--- src/rtl/mux_arb_nto1.sv ---
// mux_arb_nto1: N-input, one-output registered selector with valid/ready
// handshakes on every channel. It works as an explicit select or as a round-robin arbiter.
//
// Ports:
//   clk, rst_n  clock and asynchronous active-low reset
//   in_data     flattened channel data, channel i at [i*WIDTH +: WIDTH]
//   in_valid    per-channel request
//   in_ready    per-channel accept (combinational)
//   sel         channel index, used only when RR_MODE=0
//   out_data    registered selected data
//   out_valid   out_data holds an unconsumed beat
//   out_ready   downstream accept
//   out_src     index of the channel that supplied out_data
module mux_arb_nto1 #(
    parameter int WIDTH   = 32,
    parameter int NUM_IN  = 4,
    parameter int SEL_W   = $clog2(NUM_IN),
    parameter bit RR_MODE = 1'b0
) (
    input  logic                    clk,
    input  logic                    rst_n,
    input  logic [NUM_IN*WIDTH-1:0] in_data,
    input  logic [NUM_IN-1:0]       in_valid,
    output logic [NUM_IN-1:0]       in_ready,
    input  logic [SEL_W-1:0]        sel,
    output logic [WIDTH-1:0]        out_data,
    output logic                    out_valid,
    input  logic                    out_ready,
    output logic [SEL_W-1:0]        out_src
);

    logic              load_en;
    logic              armed;
    logic              xfer;
    logic              found;
    logic [NUM_IN-1:0] grant;
    logic [SEL_W-1:0]  ptr;
    logic [SEL_W-1:0]  idx;
    logic [SEL_W-1:0]  gidx;

    // Grant vector: one-hot or zero. Round-robin starts one past ptr.
    always_comb begin
        grant = '0;
        found = 1'b0;
        idx   = '0;
        if (RR_MODE) begin
            for (int k = 1; k <= NUM_IN; k++) begin
                idx = SEL_W'((int'(ptr) + k) % NUM_IN);
                if (!found && in_valid[idx]) begin
                    grant[idx] = 1'b1;
                    found      = 1'b1;
                end
            end
        end else begin
            // An out-of-range sel matches no channel and grants nothing.
            for (int i = 0; i < NUM_IN; i++) begin
                if (sel == SEL_W'(i)) begin
                    grant[i] = 1'b1;
                end
            end
        end
    end

    always_comb begin
        gidx = '0;
        for (int i = 0; i < NUM_IN; i++) begin
            if (grant[i]) begin
                gidx = SEL_W'(i);
            end
        end
    end

    assign load_en = !out_valid || out_ready;

    // armed keeps in_ready low until the first edge after reset release.
    assign in_ready = (armed && load_en) ? grant : '0;
    assign xfer     = |(in_valid & in_ready);

    always_ff @(posedge clk or negedge rst_n) begin
        if (!rst_n) begin
            armed     <= 1'b0;
            out_valid <= 1'b0;
            out_data  <= '0;
            out_src   <= '0;
            ptr       <= SEL_W'(NUM_IN - 1);
        end else begin
            armed <= 1'b1;
            if (load_en) begin
                out_valid <= xfer;
                if (xfer) begin
                    out_data <= in_data[gidx*WIDTH +: WIDTH];
                    out_src  <= gidx;
                end
            end
            if (xfer) begin
                ptr <= gidx;
            end
        end
    end

endmodule

--- config.mk ---
export PLATFORM = sky130hd
export DESIGN_NAME = mux_arb_nto1
export DESIGN_NICKNAME = d
export VERILOG_FILES = /design/src/rtl/mux_arb_nto1.sv
export SDC_FILE = /design/constraint.sdc
export NUM_CORES = 1
export LEC_CHECK = 0
export CAP_MARGIN = 20
export CORE_UTILIZATION = 35
export CTS_CLUSTER_DIAMETER = 200
export DETAILED_ROUTE_END_ITERATION = 10
export HOLD_SLACK_MARGIN = 0.12
export PLACE_DENSITY_LB_ADDON = 0.1
export REMOVE_ABC_BUFFERS = 1
export SKIP_LAST_GASP = 1
export SLEW_MARGIN = 20
export SYNTH_ARGS = -nofsm -noshare
export SYNTH_HDL_FRONTEND = slang
export SYNTH_SLANG_ARGS = --single-unit
--- constraint.sdc ---
create_clock -name clk -period 1.8 [get_ports clk]
set_input_delay 0.36 -clock clk [delete_from_list [all_inputs] [get_ports clk]]
set_output_delay 0.36 -clock clk [all_outputs]
set_load 0.01 [all_outputs]
**After elaboration in Yosys (flattened, before gate mapping)**

Index checks and enable logic that the tools add are counted.

- Flip-flop bits (word level): 36
- Bits of input ports: 137
- Output and inout bits: 39
- Logic and storage cells: 23

- Equal/unequal tests: 3
- Shift operators: 1
- Multiplexer cells: 8
- Bitwise gates (word level): 1
- Reduce and logical (&&, ||, !) cells: 6

Operator list:

| operator | number |
|---|---|
| $shiftx 128x8->32 | 1 |
| $mux 1 | 5 |
| $and 4x4->4 | 1 |
| $eq 2x2->1 const B | 2 |
| $mux 2 | 2 |
| $mux 4 | 1 |
| $reduce_or 4->1 | 1 |
| $eq 2x1->1 const B | 1 |
| $logic_not 2->1 | 1 |
| $reduce_and 2->1 | 1 |
| $logic_and 1x1->1 | 1 |
| $logic_not 1->1 | 1 |
| $logic_or 1x1->1 | 1 |

**Longest topological paths before layout**

Gate-level depths: netlist (run 1).

- Word-level depth: 7
- Mapped depth: 5
- Gate-level depth less buffers: 3

**Worst setup path before layout (run 1)**

Ideal clock, no wire load.

- Path type: input to output
- Start point: in sel[1]
- End point: out in_ready[2]
- Arrival: 1.286 ns
- Required time: 1.440 ns
- Setup slack: 0.154 ns
- Stages: 4
- Path buffers: 2
- Path through: buf_2 buf_1 inv_1 nor3_1

- Word-level cells in the longest chain between the ends: 3

Ends and longest elaborated chain:

| what | line | RTL |
|---|---|---|
| start: declaration | 25 | `input logic [SEL_W-1:0] sel,` |
| $eq 2x2->1 | 57 | `if (sel == SEL_W'(i)) begin` |
| $mux 1 | 57 |  |
| $mux 4 | 76 | `assign in_ready = (armed && load_en) ? grant : '0;` |
| end: declaration | 24 | `output logic [NUM_IN-1:0] in_ready,` |

No other way between the ends.

**Final worst setup path (run 1)**

- Start point: in in_valid[1]
- End point: reg out_data[19]

- Word-level cells in the longest chain between the ends: 3

Ends and longest elaborated chain:

| what | line | RTL |
|---|---|---|
| start: declaration | 23 | `input logic [NUM_IN-1:0] in_valid,` |
| $and 4x4->4 | 77 | `assign xfer = \|(in_valid & in_ready);` |
| $reduce_or 4->1 | 77 |  |
| $reduce_and 2->1 (no line) | n/a |  |
| end signal: assignment | 91 | `out_data <= in_data[gidx*WIDTH +: WIDTH];` |
| end: declaration | 26 | `output logic [WIDTH-1:0] out_data,` |

No other way between the ends.
A chain may end at the register's enable or synchronous reset.

==> impl_metrics.json, run 1 <==
{
  "failed_checks": "DRC",
  "max_freq_mhz": 569,
  "numCtsBuffers": 5,
  "grt_pass1_vias": 2227,
  "nNetsFinal": 461,
  "ys_seq_elements": 36,
  "r2r_start": "out_valid",
  "synth-simple-area-share_pct": 2.70,
  "min_delay_path_depth": 3,
  "setup_viol": 0,
  "drtPass1Iterations": 7,
  "drt_iter0_drc": 62,
  "r2r_cells": 5,
  "grt_use_total_pct": 20.2,
  "dpl_worst_slack_ns": -0.330,
  "synth.area.mux_share_pct": 53.3,
  "overflow": 0,
  "ioPinCount": 176,
  "die_w_um": 84.1,
  "timing.rr.end": "out_data[19]",
  "synth_top_family_by_area": "multiplexers",
  "r2r_slack_ns": 0.42,
  "maxCapViolCount": 0,
  "grt_use_met1_pct": 21.9,
  "power.density_mw_per_mm2": 743,
  "antenna_left": 0,
  "synth_adder_area_share_pct": 0,
  "finClkSkew_ns": 0.00414,
  "cts-root-buf": "clkbuf_8",
  "grt_setup_unrepaired": "true",
  "cts_sinks": 36,
  "synth-xor-area-share_pct": 0,
  "areaGrowthSynthToFinish_pct": 85.4,
  "grt_pass1_wl_um": 11000,
  "chipHeight_um": 84.1,
  "dpl.hpwl_um": 5810,
  "crit_path_start": "in_valid[1]",
  "critPathMaxFanout": 11,
  "layout_setup_ws_ns": 0.0436,
  "power.leakage_nw": 1.82,
  "synth-seq-area-share_pct": 38.2,
  "synth_area_sq_mm": 0.00236,
  "fill_cells": 465,
  "cts_setup_buffers": 0,
  "run_status": "finished, violations left",
  "vias": 2047,
  "hold_path_class": "input pin to flop",
  "cp-end-kind": "flop",
  "initial_utilization_pct": 36.7,
  "fin_crit_ns": 1.76,
  "vias_per_cell": 5.09,
  "synth_compound_area_share_pct": 1.38,
  "hold_viol": 0,
  "cp.arrival_ns": 1.92,
  "cts.clk_slew.worst_paths_ns": 0.08,
  "netlist_instances": 135,
  "antenna_found_initial": 0,
  "routed_wirelength_um": 6990,
  "yosys.cell_types.count": 22,
  "drc": 24,
  "fin_crit_sh_pct": 97.6,
  "groute.layer.met3.usage_pct": 4.45,
  "min_to": "out_src[1]",
  "crit_type": "input pin to flop",
  "fin_tns_setup_ns": 0,
  "hp-start": "sel[1]",
  "n_antenna_cell": 0,
  "met2_usage_pct": 38.6,
  "cts_max_path_buffers": 2,
  "wl_per_cell_um": 17.4,
  "drive_above_1_share_pct": 30.5,
  "tritoncts": "done",
  "crit_path_start_kind": "input pin",
  "avgSynthCellArea_sq_um": 17.5,
  "cts_max_level": 2,
  "yosys_warnings": 0,
  "gp_congestion": 0.728,
  "num_rows": 29,
  "die-area_sq_mm": 0.00707,
  "clock_latency_ns": 0.28,
  "core-area_sq_mm": 0.00642,
  "grt_busiest_layer": "met2",
  "ir_worst_vdd_mv": 0.366,
  "portBuffers": 175,
  "slew_viol_final": 0,
  "critPathRequiredTime_ns": 1.97,
  "grt_max_degree": 20
}
==> timing repair <==
action                                  in CTS  in global routing
endpoints found under the setup margin       4                  7
pin swaps                                    0                  1
hold buffers                                 1                  0
endpoints found under the hold margin       17                  0
gates resized for setup                      7                  5
==> power by group <==
part / total, mW / switching [mW] / internal (mW)
sequential: 1.15 / 0.126 / 1.03
combinational: 1.53 / 0.455 / 1.07
clock: 0.568 / 0.298 / 0.270
total: 3.25 / 0.879 / 2.37
==> placed cells by master, fill, tap and decap left out <==
master,Yosys,final
dfrtp_1,36,36
mux4_2,33,33
clkbuf_8,0,5
clkinv_2,0,2
clkdlybuf4s15_1,0,1
nor3_2,0,1
a31oi_1,1,1
dlygate4sd3_1,0,1
nor2_1,2,2
clkbuf_2,1,1
buf_12,0,3
mux2_2,2,2
buf_2,2,4
buf_4,0,16
mux2_4,29,29
nand2_1,2,2
o2bb2ai_1,1,1
nand3_1,3,3
inv_1,1,1
nand3_4,1,1
nor3_1,2,1
clkinv_4,0,1
nand2b_4,0,1
clkdlybuf4s50_1,0,168
a31o_1,1,1
dlygate4sd2_1,0,1
conb_1,1,1
mux2_1,5,5
a22o_1,1,1
==> cell type report <==
class | count | area (sq um) | share of cell area [%]
multi-input cells | 85 | 1370 | 31.3
repair buffers | 195 | 1920 | 43.8
clock buffers | 5 | 68.8 | 1.57
flip-flops and latches | 36 | 901 | 20.6
inverters | 1 | 3.75 | 0.0858
well taps | 77 | 96.3 | 2.20
clock inverters | 3 | 18.8 | 0.429
==> cells in the mapped netlist (all sizes together) <==
library cell / n / area (sq um)
nand2: 2 / 7.51
o2bb2ai: 1 / 8.76
a22o: 1 / 8.76
a31o: 1 / 8.76
nand2b: 1 / 6.26
nand3: 4 / 32.5
mux4: 33 / 743
mux2: 36 / 514
dfrtp: 36 / 901
clkbuf: 4 / 16.3
a31oi: 1 / 6.26
nor2: 2 / 7.51
buf: 9 / 81.3
conb: 1 / 3.75
nor3: 2 / 10.0
inv: 1 / 3.75
==> layer usage <==
layer	up-vias	share of wire [%]
li1	922	-
met1	1029	35
met2	87	55
met3	9	7.9
met4	0	1.7
met5	-	0
==> worst max-delay path by stage <==
stage	to	slack [ns]	cells after the start
finish	out_data[19]	0.04	5
global route	out_data[18]	-0.001	5
CTS	in_ready[0]	-0.05	5
detailed placement	in_ready[0]	-0.33	5
global placement	in_ready[2]	-0.28	5
floorplan	out_data[17]	0.03	3
==> through the flow <==
step / utilization [%] / instances / hold WS, ns / power [mW] / cell area (sq um)
final: 68.1 / 402 / 0.469 / 3.25 / 4370
after floorplan: - / 122 / 0.0644 / 1.76 / 2260
after global placement: 66.6 / 393 / 0.328 / 2.68 / 4280
after global routing: 68.1 / 402 / 0.508 / 3.42 / 4370
after detailed placement: 66.6 / 393 / 0.324 / 2.70 / 4280
after CTS: 68.1 / 402 / 0.447 / 3.28 / 4370
==> cell families (layout without fill, tap and decap cells) <==
logic type / after synthesis / count (layout)
multiplexers: 69 / 69
AND/OR/NAND/NOR: 11 / 11
buffers and inverters: 14 / 204
other: 1 / 1
flip-flops: 36 / 36
AO/OA/AOI/OAI: 4 / 4
==> worst max-delay path: stages <==
cell             delay [ns]
clkdlybuf4s50_1        0.43
mux4_2                 0.50
nand3_4                0.13
buf_12                 0.16
mux2_1                 0.33
==> state kept, by name, summed over array words and instances, names as in the netlist <==
name / flops
out_src: 2
out_valid: 1
out_data: 32
armed: 1
(Power assumes the default switching activity.)
==> run 2: changes to the inputs <==
- CELL_PAD_IN_SITES_DETAIL_PLACEMENT: default -> 1
- CELL_PAD_IN_SITES_GLOBAL_PLACEMENT: default -> 1
- CORE_UTILIZATION: 35 -> 26
==> impl_metrics.json, run 2 (synthesized netlist as in run 1, its figures left out) <==
{
  "die_w_um": 97.3,
  "max_freq_mhz": 554,
  "antenna_found_initial": 0,
  "min_delay_path_depth": 3,
  "reg_top3": "out_data x32, out_src x2",
  "crit_type": "input pin to output port",
  "setup_viol": 1,
  "cp.arrival_ns": 1.45,
  "n_antenna_cell": 0,
  "ioPinCount": 176,
  "grt_pass1_vias": 2357,
  "layout_common_cells": "165 x clkdlybuf4s50_1, 36 x dfrtp_1, 33 x mux4_2",
  "crit_path_start_kind": "input pin",
  "fin_tns_setup_ns": -0.00580,
  "areaGrowthSynthToFinish_pct": 87.4,
  "power.density_mw_per_mm2": 728,
  "routed_wirelength_um": 7460,
  "drc": 0,
  "fill_cells": 912,
  "drive_above_1_share_pct": 29.4,
  "p_seq_share_pct": 35.7,
  "grt_pass1_wl_um": 11900,
  "cp-end-kind": "output port",
  "slew_viol_final": 0,
  "p_int_mw": 2.37,
  "cts.clk_slew.worst_paths_ns": 0.06,
  "cts-root-buf": "clkbuf_8",
  "largest_reg_flops": 32,
  "maxCapViolCount": 0,
  "mostFrequentLayoutCell": "clkdlybuf4s50_1",
  "nNetsFinal": 460,
  "cts_max_path_buffers": 2,
  "gp_congestion": 0.712,
  "dpl_worst_slack_ns": -0.320,
  "power.leakage_nw": 1.84,
  "core-area_sq_mm": 0.00876,
  "antenna_left": 0,
  "dpl.hpwl_um": 6110,
  "overflow": 0,
  "ir_worst_vdd_mv": 0.285,
  "failed_checks": "setup timing",
  "initial_utilization_pct": 26.9,
  "whs_ns": 0.496,
  "r2r_cells": 5,
  "wl_per_cell_um": 17.3,
  "path_cells": "clkdlybuf4s50_1 -> nand2b_1 -> nand2_1 -> nor3_1 -> clkdlybuf4s15_1",
  "chipHeight_um": 97.3,
  "run_status": "finished, violations left",
  "fin_crit_ns": 1.81,
  "relSlewSlack_pct": 64.5,
  "comb_power_share_pct": 47.9,
  "regMostFlops": "out_data",
  "cts_sinks": 36,
  "vias_per_cell": 4.70,
  "finClkSkew_ns": 0.00346,
  "switching_share_pct": 26.5,
  "fin_crit_sh_pct": 100,
  "die-area_sq_mm": 0.00946,
  "vias": 2026,
  "cp_slowest_stage_delay_ns": 0.45,
  "worst_slew_pin_slew_ns": 0.532,
  "grt_setup_unrepaired": "true",
  "numCtsBuffers": 5,
  "critPathMaxFanout": 3,
  "hold_viol": 0,
  "drtPass1Iterations": 4,
  "num_rows": 34,
  "pwr-share-clk_pct": 16.3,
  "cp_slowest_cell": "clkdlybuf4s50_1",
  "grt_max_degree": 33,
  "hold_path_class": "input pin to flop",
  "clock_latency_ns": 0.28,
  "tritoncts": "done",
  "layout_setup_ws_ns": -0.00580,
  "netSwitchingPower_uw": 853,
  "grt_use_total_pct": 15.9,
  "critPathRequiredTime_ns": 1.44,
  "drt_iter0_drc": 52,
  "cts_max_level": 2,
  "portBuffers": 175
}
[run 2: layout make-up]
cell class	instances	area, sq um	area share (%)
Inverter	1	3.75	0.0849
Clock inverter	1	5.00	0.113
Sequential cell	36	901	20.4
Timing Repair Buffer	194	1950	44.0
Clock buffer	6	72.6	1.64
Multi-Input combinational cell	85	1360	30.7
Tap cell	108	135	3.06
[run 2: what timing repair did]
| action | CTS | global route |
|---|---|---|
| hold buffers | 1 | 0 |
| endpoints found under the setup margin | 4 | 18 |
| gates resized for setup | 7 | 8 |
| pin swaps | 0 | 1 |
| endpoints found under the hold margin | 22 | 0 |
| buffers inserted | 0 | 0 |
| gates cloned | 0 | 2 |
[run 2: critical path, delay by kind of cell]
kind | cells | cell delay [ns]
buffers and inverters | 2 | 0.71
AND/OR/NAND/NOR | 3 | 0.37
[run 2: stage by stage]
step | cells | total power [mW] | cell area, sq um | util [%]
6_report | 431 | 3.22 | 4420 | 50.5
5_1_grt | 431 | 3.41 | 4420 | 50.5
4_1_cts | 429 | 3.27 | 4380 | 50.0
3_5_place_dp | 421 | 2.71 | 4290 | 49.0
3_3_place_gp | 421 | 2.69 | 4290 | 49.0
2_1_floorplan | 122 | 1.76 | 2260 | -
[run 2: power groups by stage]
stage | logic [mW] | registers, mW | clock network, mW
after floorplan | 0.498 | 1.26 | 0
after global placement | 1.53 | 1.16 | 0
after detailed placement | 1.55 | 1.16 | 0
after CTS | 1.56 | 1.15 | 0.557
after global routing | 1.64 | 1.18 | 0.588
final | 1.54 | 1.15 | 0.526
[run 2: worst paths after layout]
path                                   start            to  slack, ns
worst max-delay path               out_ready   in_ready[2]     -0.006
worst min-delay path                  sel[1]    out_src[1]       0.50
worst max register to register     out_valid  out_data[11]       0.34
worst min register to register  out_data[17]  out_data[17]       0.50
max in group asynchronous              rst_n  out_data[23]       0.61
min in group asynchronous              rst_n  out_data[30]       0.59
[run 2: per-layer routing]
| layer | vias up | GRT usage [%] | share of wire (%) |
|---|---|---|---|
| met4 | 0 | 3.85 | 0.93 |
| met2 | 77 | 29.8 | 55 |
| li1 | 918 | - | - |
| met3 | 7 | 4.17 | 6.8 |
| met5 | - | 0 | 0 |
| met1 | 1024 | 17.8 | 37 |
